--- src/rtl/booth_pkg.sv ---
// booth_pkg: shared definitions for the iterative radix-2 Booth multiplier.
//   booth_state_t    : controller states IDLE / RUN / DONE
//   BOOTH_NOP/ADD/SUB: step encodings of the {Q[0], q_1} Booth pair
//   booth_cnt_width(): bit width of the step counter for a given operand width
package booth_pkg;

  typedef enum logic [1:0] {
    IDLE = 2'd0,
    RUN  = 2'd1,
    DONE = 2'd2
  } booth_state_t;

  localparam logic [1:0] BOOTH_NOP = 2'b00;
  localparam logic [1:0] BOOTH_ADD = 2'b01;
  localparam logic [1:0] BOOTH_SUB = 2'b10;

  // The counter must hold WIDTH+1 (one step per extended operand bit).
  function automatic int unsigned booth_cnt_width(input int unsigned width);
    return $clog2(width + 2);
  endfunction

endpackage

--- src/rtl/booth_seq_mul_if.sv ---
// booth_seq_mul_if: operand and result handshakes of booth_seq_mul.
//   in_valid/in_ready/a/b/is_signed : operand side
//   out_valid/out_ready/product     : result side
//   ovf                             : overflow flag, only with BOOTH_OVF_FLAG_EN
// Modports: master = producer/consumer around the multiplier, slave = multiplier.
interface booth_seq_mul_if #(
  parameter int unsigned WIDTH = 16
);
  logic                 in_valid;
  logic                 in_ready;
  logic [WIDTH-1:0]     a;
  logic [WIDTH-1:0]     b;
  logic                 is_signed;
  logic                 out_valid;
  logic                 out_ready;
  logic [2*WIDTH-1:0]   product;
`ifdef BOOTH_OVF_FLAG_EN
  logic                 ovf;

  modport master (
    output in_valid, a, b, is_signed, out_ready,
    input  in_ready, out_valid, product, ovf
  );
  modport slave (
    input  in_valid, a, b, is_signed, out_ready,
    output in_ready, out_valid, product, ovf
  );
`else
  modport master (
    output in_valid, a, b, is_signed, out_ready,
    input  in_ready, out_valid, product
  );
  modport slave (
    input  in_valid, a, b, is_signed, out_ready,
    output in_ready, out_valid, product
  );
`endif
endinterface

--- src/rtl/booth_step.sv ---
// booth_step: one combinational radix-2 Booth step on W1-bit registers.
//   i_a, i_q, i_q_1 : current accumulator, multiplier and appended bit
//   i_m             : multiplicand
//   o_a, o_q, o_q_1 : values after add/sub and the arithmetic right shift
module booth_step
  import booth_pkg::*;
#(
  parameter int unsigned W1 = 17
) (
  input  logic [W1-1:0] i_a,
  input  logic [W1-1:0] i_q,
  input  logic          i_q_1,
  input  logic [W1-1:0] i_m,
  output logic [W1-1:0] o_a,
  output logic [W1-1:0] o_q,
  output logic          o_q_1
);

  logic [W1-1:0] w_sum;

  always_comb begin
    w_sum = i_a;
    case ({i_q[0], i_q_1})
      BOOTH_ADD: w_sum = i_a + i_m;
      BOOTH_SUB: w_sum = i_a - i_m;
      default:   w_sum = i_a;  // BOOTH_NOP and 2'b11
    endcase
  end

  // Arithmetic shift of {A,Q,q_1}: sign of A replicated, A[0] enters Q.
  assign o_a   = {w_sum[W1-1], w_sum[W1-1:1]};
  assign o_q   = {w_sum[0], i_q[W1-1:1]};
  assign o_q_1 = i_q[0];

endmodule

--- src/rtl/booth_seq_mul.sv ---
// booth_seq_mul: iterative radix-2 Booth multiplier, one step per clock.
//   clk   : rising-edge clock
//   rst_n : synchronous active-low reset
//   bus   : booth_seq_mul_if.slave (operand handshake, result handshake)
// Operands are extended to WIDTH+1 bits (sign or zero by is_signed) so both
// modes share one signed datapath; the product is valid WIDTH+1 cycles
// after acceptance and held until taken.
// Optional feature macro: BOOTH_OVF_FLAG_EN adds the registered ovf flag.
module booth_seq_mul
  import booth_pkg::*;
#(
  parameter int unsigned WIDTH = 16
) (
  input  logic          clk,
  input  logic          rst_n,
  booth_seq_mul_if.slave bus
);

  localparam int unsigned W1 = WIDTH + 1;
  localparam int unsigned CW = booth_cnt_width(WIDTH);

  booth_state_t       r_state;
  logic [W1-1:0]      r_a;
  logic [W1-1:0]      r_q;
  logic [W1-1:0]      r_m;
  logic               r_q_1;
  logic [CW-1:0]      r_count;
  logic               r_out_valid;
  logic [2*WIDTH-1:0] r_product;

  logic [W1-1:0]      w_a_nxt;
  logic [W1-1:0]      w_q_nxt;
  logic               w_q_1_nxt;
  logic [2*WIDTH-1:0] w_product;

  booth_step #(.W1(W1)) u_step (
    .i_a   (r_a),
    .i_q   (r_q),
    .i_q_1 (r_q_1),
    .i_m   (r_m),
    .o_a   (w_a_nxt),
    .o_q   (w_q_nxt),
    .o_q_1 (w_q_1_nxt)
  );

  // Low 2*WIDTH bits of {A,Q} after the final step.
  assign w_product = {w_a_nxt[WIDTH-2:0], w_q_nxt};

`ifdef BOOTH_OVF_FLAG_EN
  logic r_signed;
  logic r_ovf;
  logic w_ovf;

  // Signed: upper WIDTH+1 bits must be pure sign copies.
  // Unsigned: upper WIDTH bits must be zero.
  assign w_ovf = r_signed
               ? !((&w_product[2*WIDTH-1:WIDTH-1]) || !(|w_product[2*WIDTH-1:WIDTH-1]))
               : (|w_product[2*WIDTH-1:WIDTH]);
  assign bus.ovf = r_ovf;
`endif

  always_ff @(posedge clk) begin
    if (!rst_n) begin
      r_state     <= IDLE;
      r_a         <= '0;
      r_q         <= '0;
      r_m         <= '0;
      r_q_1       <= 1'b0;
      r_count     <= '0;
      r_out_valid <= 1'b0;
      r_product   <= '0;
`ifdef BOOTH_OVF_FLAG_EN
      r_signed    <= 1'b0;
      r_ovf       <= 1'b0;
`endif
    end else begin
      case (r_state)
        IDLE: begin
          // in_ready is exactly (state == IDLE), so in_valid here is a handshake.
          if (bus.in_valid) begin
            r_a     <= '0;
            r_q     <= {bus.is_signed & bus.b[WIDTH-1], bus.b};
            r_m     <= {bus.is_signed & bus.a[WIDTH-1], bus.a};
            r_q_1   <= 1'b0;
            r_count <= CW'(W1);
            r_state <= RUN;
`ifdef BOOTH_OVF_FLAG_EN
            r_signed <= bus.is_signed;
`endif
          end
        end
        RUN: begin
          r_a     <= w_a_nxt;
          r_q     <= w_q_nxt;
          r_q_1   <= w_q_1_nxt;
          r_count <= r_count - CW'(1);
          if (r_count == CW'(1)) begin
            r_state     <= DONE;
            r_out_valid <= 1'b1;
            r_product   <= w_product;
`ifdef BOOTH_OVF_FLAG_EN
            r_ovf       <= w_ovf;
`endif
          end
        end
        DONE: begin
          if (bus.out_ready) begin
            r_state     <= IDLE;
            r_out_valid <= 1'b0;
          end
        end
        default: r_state <= IDLE;
      endcase
    end
  end

  assign bus.in_ready  = (r_state == IDLE);
  assign bus.out_valid = r_out_valid;
  assign bus.product   = r_product;

endmodule

--- src/flat_wrapper.sv ---
// flat-port wrapper written by rule: the top's interface ports become plain ports
module booth_seq_mul_flat import booth_pkg::*;
#(
  parameter int unsigned WIDTH = 16
)
  (clk, rst_n, bus_in_valid, bus_a, bus_b, bus_is_signed, bus_out_ready, bus_in_ready, bus_out_valid, bus_product);
  booth_seq_mul_if #(.WIDTH(WIDTH)) bus_i ();
  input  logic clk;
  input  logic rst_n;
  input wire logic [$bits(bus_i.in_valid)-1:0] bus_in_valid;
  input wire logic [$bits(bus_i.a)-1:0] bus_a;
  input wire logic [$bits(bus_i.b)-1:0] bus_b;
  input wire logic [$bits(bus_i.is_signed)-1:0] bus_is_signed;
  input wire logic [$bits(bus_i.out_ready)-1:0] bus_out_ready;
  output wire logic [$bits(bus_i.in_ready)-1:0] bus_in_ready;
  output wire logic [$bits(bus_i.out_valid)-1:0] bus_out_valid;
  output wire logic [$bits(bus_i.product)-1:0] bus_product;
  assign bus_i.in_valid = bus_in_valid;
  assign bus_i.a = bus_a;
  assign bus_i.b = bus_b;
  assign bus_i.is_signed = bus_is_signed;
  assign bus_i.out_ready = bus_out_ready;
  assign bus_in_ready = bus_i.in_ready;
  assign bus_out_valid = bus_i.out_valid;
  assign bus_product = bus_i.product;
  booth_seq_mul #(.WIDTH(WIDTH)) u_core (.clk(clk), .rst_n(rst_n), .bus(bus_i));
endmodule
--- config.mk ---
export PLATFORM = sky130hd
export DESIGN_NAME = booth_seq_mul_flat
export DESIGN_NICKNAME = d
export VERILOG_FILES = /design/src/rtl/booth_pkg.sv /design/src/rtl/booth_seq_mul_if.sv /design/src/rtl/booth_step.sv /design/src/rtl/booth_seq_mul.sv /design/src/flat_wrapper.sv
export SDC_FILE = /design/constraint.sdc
export NUM_CORES = 1
export LEC_CHECK = 0
export CORE_MARGIN = 1.5
export CORE_UTILIZATION = 25
export CTS_BUF_LIST = sky130_fd_sc_hd__clkbuf_8
export CTS_CLUSTER_SIZE = 25
export DETAILED_ROUTE_END_ITERATION = 8
export DONT_BUFFER_PORTS = 1
export SETUP_SLACK_MARGIN = 0.1
export SYNTH_ARGS = -nofsm -noshare
export SYNTH_HDL_FRONTEND = slang
export SYNTH_SLANG_ARGS = --single-unit
--- constraint.sdc ---
create_clock -name clk -period 2.9 [get_ports clk]
set_input_delay 0.58 -clock clk [delete_from_list [all_inputs] [get_ports clk]]
set_output_delay 0.58 -clock clk [all_outputs]
set_load 0.03 [all_outputs]
==> run_results.csv, run 1 <==
group,metric,value,unit
cts,htreeDepth,3,
route,wl_met3,685,microns
power_and_ir_drop,p_per_area,599,mW/mm^2
logic_synthesis,async_reset_ff_frac,0,
route,antenna_left,0,
critical_path,critPathRequiredTime,3.17,ns
critical_path,regToRegEndpoint,"u_core.r_a[12]$_SDFFE_PN0P_",
logic_synthesis,synth_common_cells,"nand2_1, a21oi_1, dfxtp_1",
cts,clk_latency,0.39,ns
status,violations,"negative setup slack",
route,via_per_inst,5.00,
floorplanning,start_util,0.254,
route,firstDrtPassIters,5,
global_routing,grt.total_usage,0.137,
global_routing,grt_overflow_total,0,
critical_path,worst_r2r_path_depth,13,
logic_synthesis,synthCells,612,
logic_synthesis,synthAdderAreaFrac,0.0571,
status,status,"finished with violations",
finish,area_growth_syn_to_layout,22.1,%
route,vias,4427,
critical_path,crit_arrival,3.30,ns
cts,clk_pin_slew_worst_paths,0.11,ns
critical_path,worst_setup_path_end_kind,"flop",
place,dp_hpwl,9.79,mm
floorplanning,core,0.0186,sq mm
place,place_congestion,0.877,
floorplanning,dieArea,0.0198,sq mm
critical_path,worstSetupStartpointType,"flop",
sta,fmax,330,MHz
worst_hold_path,hold-path-endpoint,"u_core.r_a[13]$_SDFFE_PN0P_",
cts,ctsRootBufferMaster,"clkbuf_8",
sta,layout_min_cycle_time,3.03,ns
power_and_ir_drop,leakage,2.09,nW
route,wl,13.7,mm
logic_synthesis,synth.area.top_cells,"dfxtp_1, a21oi_1, nand2_1",
logic_synthesis,ys_warn_count,0,
floorplanning,die_w,141,microns
worst_hold_path,worstHoldStart,"rst_n",
logic_synthesis,synth_compound_area_frac,0.242,
cts,cts_tree,"yes",
critical_path,r2r_start,"u_core.r_m[0]$_SDFFE_PN0P_",
place,port_buffers,0,
worst_hold_path,hp-class,"input port to flop",
route,post_drt_wl_per_cell,15.5,microns
sta,setup_viol,11,
finish,final_area,0.00578,sq mm
critical_path,r2r_slack,-0.13,ns
global_routing,grt_pass1_wl,21.6,mm
critical_path,cp_max_fo,5,
worst_hold_path,holdPathStages,2,
cts,clkSinkCount,91,
floorplanning,rows,50,
route,met2_length,6.83,mm
global_routing,antenna_found_initial,0,
power_and_ir_drop,finalPower,3.46,mW
logic_synthesis,synth-xor-area-share,0.0407,
cts,numCtsBuffers,9,
logic_synthesis,seq_area_frac_synth,0.385,
route,top_layer,"met4",
logic_synthesis,synth_top_area_share,0.385,
sta,clock_skew,0.0167,ns
logic_synthesis,synthSimpleGateAreaFrac,0.214,
logic_synthesis,ys_ff_latch,91,
global_routing,first_global_vias,4110,
route,wl_met1,6.00,mm
logic_synthesis,synth_flop_cell,"dfxtp_1",
sta,worst_pin_slew,0.659,ns
logic_synthesis,synth_top_family_by_area,"compound AO/OA/AOI/OAI gates",
cts,ctsHoldBuffers,0,
logic_synthesis,synth_most_common_cell,"nand2_1",
logic_synthesis,syn_area_per_cell,7.74,sq um
sta,slew_headroom,0.561,
place,place_area,0.00532,sq mm
sta,slew_viol_final,0,
logic_synthesis,syn_area,0.00473,sq mm
logic_synthesis,syn-num-nets,670,
logic_synthesis,synth_edf_count,0,
sta,rsz0062_at_grt,"true",
floorplanning,pin_count,71,
logic_synthesis,yosys.cell_types.count,55,
cts,cts_buffer_depth,2,
run,cap_viol_max_count,0,
power_and_ir_drop,peakVddDrop,0.196,mV
sta,finalWorstSetupSlack,-0.129,ns
finish,final_layout_size_suffix_gt1_frac,0.199,
critical_path,critPathKind,"flop to flop",
finish,antenna_cells,0,
floorplanning,fp.dieH,141,microns
sta,post-route-period-util,1.04,
logic_synthesis,synth_top_area_cell,"dfxtp_1",
route,drc,0,
global_routing,grt_max_degree,57,
logic_synthesis,synthMuxAreaShare,0.0108,
sta,hold_violations,0,
finish,fin_nets,705,
route,drt_iter0_drc,273,
[cell families after synthesis]
kind of cell               Yosys count
muxes                                5
adders and majority gates           21
DFF                                 91
buffers and inverters               53
AOI/OAI and AO/OA                  191
xor gates and xnor gates            22
and+or+nand+nor                    229
[cell usage in the layout (no fill, tap or decap), types with 13 or more instances in the layout]
| master | instances |
|---|---|
| a21oi_1 | 90 |
| a22oi_1 | 16 |
| buf_4 | 59 |
| dfxtp_1 | 89 |
| ha_1 | 17 |
| inv_1 | 13 |
| nand2_1 | 119 |
| nand3_1 | 26 |
| nor2_1 | 35 |
| o21ai_0 | 13 |
| xnor2_1 | 16 |
[per-stage QoR]
step                worst slack, ns  setup TNS (ns)  utilization  hold WS, ns  std cells
finish                       -0.129          -0.709        0.310        0.308        886
global route                 -0.322           -3.47        0.310        0.305        886
CTS                          -0.141          -0.848        0.301        0.287        883
detailed placement           -0.233           -1.23        0.285        0.458        864
global placement             -0.201          -0.991        0.285        0.456        864
floorplan                   -0.0429         -0.0646            -        0.444        612
[state kept, by name, summed over array words and instances (netlist names)]
| register | count |
|---|---|
| u_core.bus.out_valid | 1 |
| u_core.r_count | 5 |
| u_core.bus.product | 32 |
| u_core.r_q | 17 |
| u_core.r_state | 2 |
| u_core.r_m | 17 |
| u_core.r_a | 16 |
| u_core.r_q_1 | 1 |
[critical path: stages, from the launching register on]
cell,delay [ns]
dfxtp_2,0.33
inv_2,0.06
ha_4,0.12
or4b_4,0.50
nor3_4,0.20
a21oi_2,0.08
xnor2_1,0.20
ha_1,0.28
a21o_1,0.21
a31o_4,0.25
a21bo_4,0.22
a31oi_4,0.17
mux2i_1,0.21
a31oi_1,0.09
[power by group]
part / switching, mW / internal, mW
registers: 0.0843 / 1.32
clock network: 0.546 / 0.334
logic: 0.647 / 0.531
[metal layers]
layer,vias up,global-route usage
li1,2220,-
met4,0,0.0455
met5,-,0
met1,2111,0.166
met2,82,0.239
met3,14,0.0340
[repair_timing]
item,in CTS,in global routing
resized for setup,20,29
gates cloned,0,0
endpoints found under the hold margin,0,0
endpoints found under the setup margin,18,21
setup buffers,3,3
pin swaps,6,22
[worst max-delay path by stage]
stage,start,to,slack [ns],depth (start not counted)
finish,u_core.r_m[0]$_SDFFE_PN0P_,u_core.r_a[12]$_SDFFE_PN0P_,-0.13,13
global route,u_core.r_m[0]$_SDFFE_PN0P_,u_core.r_a[14]$_SDFFE_PN0P_,-0.32,15
CTS,u_core.r_m[1]$_SDFFE_PN0P_,u_core.r_a[14]$_SDFFE_PN0P_,-0.14,14
detailed placement,u_core.r_m[1]$_SDFFE_PN0P_,u_core.bus.product[30]$_SDFFE_PN0P_,-0.23,13
global placement,u_core.r_m[1]$_SDFFE_PN0P_,u_core.bus.product[30]$_SDFFE_PN0P_,-0.20,13
floorplan,u_core.r_m[1]$_SDFFE_PN0P_,u_core.r_a[14]$_SDFFE_PN0P_,-0.04,13
[cell type report]
cell class	instances	area, sq um
well taps	234	293
fillers	2042	12900
inverters	16	60.1
flip-flops and latches	91	1820
repair buffers	61	474
clock inverters	7	68.8
clock buffers	9	124
multi-input cells	468	2940
(Power assumes the default switching activity.)
==> run 2: changes to the inputs <==
--- a/config.mk
+++ b/config.mk
@@ -11,7 +11,7 @@
 export CTS_CLUSTER_SIZE = 25
 export DETAILED_ROUTE_END_ITERATION = 8
 export DONT_BUFFER_PORTS = 1
-export SETUP_SLACK_MARGIN = 0.1
+export SETUP_SLACK_MARGIN = 0.05
 export SYNTH_ARGS = -nofsm -noshare
 export SYNTH_HDL_FRONTEND = slang
 export SYNTH_SLANG_ARGS = --single-unit
==> run 2 against run 1 <==
  * The run still ends with negative setup slack left
  * Cell area is 1.0% lower
  * Sequential share of layout area increased by 0.32 points
  * Clock-buffer cell count did not move
  * First-iteration DRC count increased by 2.2%
  * Combinational power about the same
  * Hold slack better by 0.015 ns
  * Die area unchanged
  * Fmax down 0.20%
  * Clock power fell by 5.8%
  * Sequential cell count is the same
  * Highest routed layer unchanged
==> run_results.csv, run 2 (same netlist as run 1, synthesis figures left out) <==
group,metric,value,unit
finish,most-common-layout-cells,"nand2_1, dfxtp_1, a21oi_1",
sta,post-route-period-util,1.05,
power_and_ir_drop,p_sw_frac,0.367,
power_and_ir_drop,peakVddDrop,0.207,mV
finish,final_util,0.307,
sta,worst_pin_slew,0.843,ns
cts,clk_pin_slew_worst_paths,0.10,ns
global_routing,grt_overflow_total,0,
sta,layout_min_cycle_time,3.04,ns
critical_path,critPathRequiredTime,3.15,ns
global_routing,grt_max_degree,45,
power_and_ir_drop,leakage,2.05,nW
route,antenna_left,0,
critical_path,critPathKind,"flop to flop",
sta,fmax,329,MHz
floorplanning,rows,50,
power_and_ir_drop,power.switching,1.25,mW
worst_hold_path,worstHoldStart,"bus_a[1]",
run,cap_viol_max_count,0,
global_routing,antenna_found_initial,0,
route,firstDrtPassIters,4,
place,place_congestion,0.875,
global_routing,grt_pass1_wl,21.8,mm
floorplanning,fp.dieH,141,microns
power_and_ir_drop,internal_power,2.16,mW
cts,clk_latency,0.39,ns
critical_path,cp.buffers_inverters,3,
route,via_per_inst,4.98,
cts,htreeDepth,3,
floorplanning,core,0.0186,sq mm
route,post_drt_wl_per_cell,15.4,microns
global_routing,grt.total_usage,0.138,
sta,hold_violations,0,
critical_path,worstSetupStartpointType,"flop",
finish,final_layout_size_suffix_gt1_frac,0.185,
route,drc,0,
cts,cts_tree,"yes",
power_and_ir_drop,p_seq_frac,0.413,
critical_path,cp_max_fo,3,
critical_path,slowest_delay,0.50,ns
floorplanning,start_util,0.254,
finish,fillers,2015,
cts,numCtsBuffers,9,
status,status,"finished with violations",
critical_path,critPathTopFamily,"simple AND/OR/NAND/NOR gates",
critical_path,worst_setup_path_end_kind,"flop",
route,vias,4369,
sta,rsz0062_at_grt,"true",
critical_path,critPathLaunch,"u_core.r_m[1]$_SDFFE_PN0P_",
sta,clock_skew,0.0105,ns
finish,antenna_cells,0,
power_and_ir_drop,clkPwrFrac,0.244,
power_and_ir_drop,pwr-share-comb,0.344,
floorplanning,pin_count,71,
floorplanning,die_w,141,microns
power_and_ir_drop,finalPower,3.41,mW
critical_path,worst_path_max_delay_cell,"or4b_4",
route,wl,13.5,mm
global_routing,first_global_vias,4129,
cts,clkSinkCount,91,
cts,ctsRootBufferMaster,"clkbuf_8",
floorplanning,dieArea,0.0198,sq mm
finish,final_area,0.00572,sq mm
cts,cts_buffer_depth,2,
critical_path,crit_arrival,3.29,ns
critical_path,r2r_start,"u_core.r_m[1]$_SDFFE_PN0P_",
status,violations,"negative setup slack",
place,port_buffers,0,
finish,largest_reg_flops,32,
power_and_ir_drop,p_per_area,595,mW/mm^2
route,drt_iter0_drc,279,
finish,fin_nets,696,
sta,slew_headroom,0.437,
place,dp_hpwl,9.45,mm
critical_path,crit_chain,"inv_2 > ha_4 > or4b_4 > nor4b_4 > buf_4 > a21oi_2 > xnor2_1 > ha_2 > buf_4 > nand3_1 > nand2_1 > a221oi_2 > o21ai_1 > xnor2_1 > o32ai_1",
finish,layout_commonest_cell,"nand2_1",
finish,area_growth_syn_to_layout,20.9,%
worst_hold_path,hp-class,"input port to flop",
cts,ctsHoldBuffers,0,
sta,finalWorstSetupSlack,-0.136,ns
place,place_area,0.00528,sq mm
sta,setup_tns,-0.650,ns
sta,setup_viol,9,
sta,slew_viol_final,0,
==> run 2: stage by stage <==
stage               instances  hold slack (ns)  setup slack, ns
finish                    877            0.323           -0.136
global route              877            0.310           -0.316
CTS                       875            0.302           -0.127
detailed placement        857            0.460           -0.208
global placement          857            0.458           -0.142
floorplan                 612            0.444          -0.0429
==> run 2: per-layer routing <==
metal | GRT usage | wire, microns
met4 | 0.0439 | 210
met2 | 0.229 | 6630
met3 | 0.0374 | 688
met1 | 0.174 | 5980
met5 | 0 | 0
==> run 2: timing repair <==
action	4_1_cts	5_1_grt
pin swaps	14	12
resized for setup	27	26
setup buffers	2	3
endpoints found under the setup margin	14	18
gates cloned	0	0
==> run 2: worst paths after layout <==
| kind | to | slack [ns] | cells after the start |
|---|---|---|---|
| hold reg to reg | u_core.bus.product[15]$_SDFFE_PN0P_ | 0.47 | 2 |
| setup / recovery | u_core.r_a[15]$_SDFFE_PN0P_ | -0.14 | 15 |
| setup reg to reg | u_core.r_a[15]$_SDFFE_PN0P_ | -0.14 | 15 |
| hold / removal | u_core.r_m[1]$_SDFFE_PN0P_ | 0.32 | 2 |
==> run 2: worst reg2reg max path: stages, from the launching register on <==
cell      delay (ns)
dfxtp_2         0.33
inv_2           0.06
ha_4            0.12
or4b_4          0.50
nor4b_4         0.28
buf_4           0.17
a21oi_2         0.05
xnor2_1         0.15
ha_2            0.34
buf_4           0.15
nand3_1         0.07
nand2_1         0.07
a221oi_2        0.23
o21ai_1         0.11
xnor2_1         0.17
o32ai_1         0.09
==> run 2: final cells by class <==
cell class                 instances  area, sq um  share of cell area
clock buffer                       9          124              0.0216
timing repair buffer              52          419              0.0732
clock inverter                     7         52.6             0.00918
tap                              234          293              0.0511
sequential                        91         1820               0.319
multi-input combinational        468         2950               0.516
inverter                          16         60.1              0.0105
==> run 2: power groups by stage <==
stage	logic [mW]	clock network [mW]	registers [mW]
floorplan	0.703	0	1.42
finish	1.17	0.829	1.41
global route	1.29	0.900	1.42
global placement	1.01	0	1.43
CTS	1.09	0.854	1.40
detailed placement	1.02	0	1.43
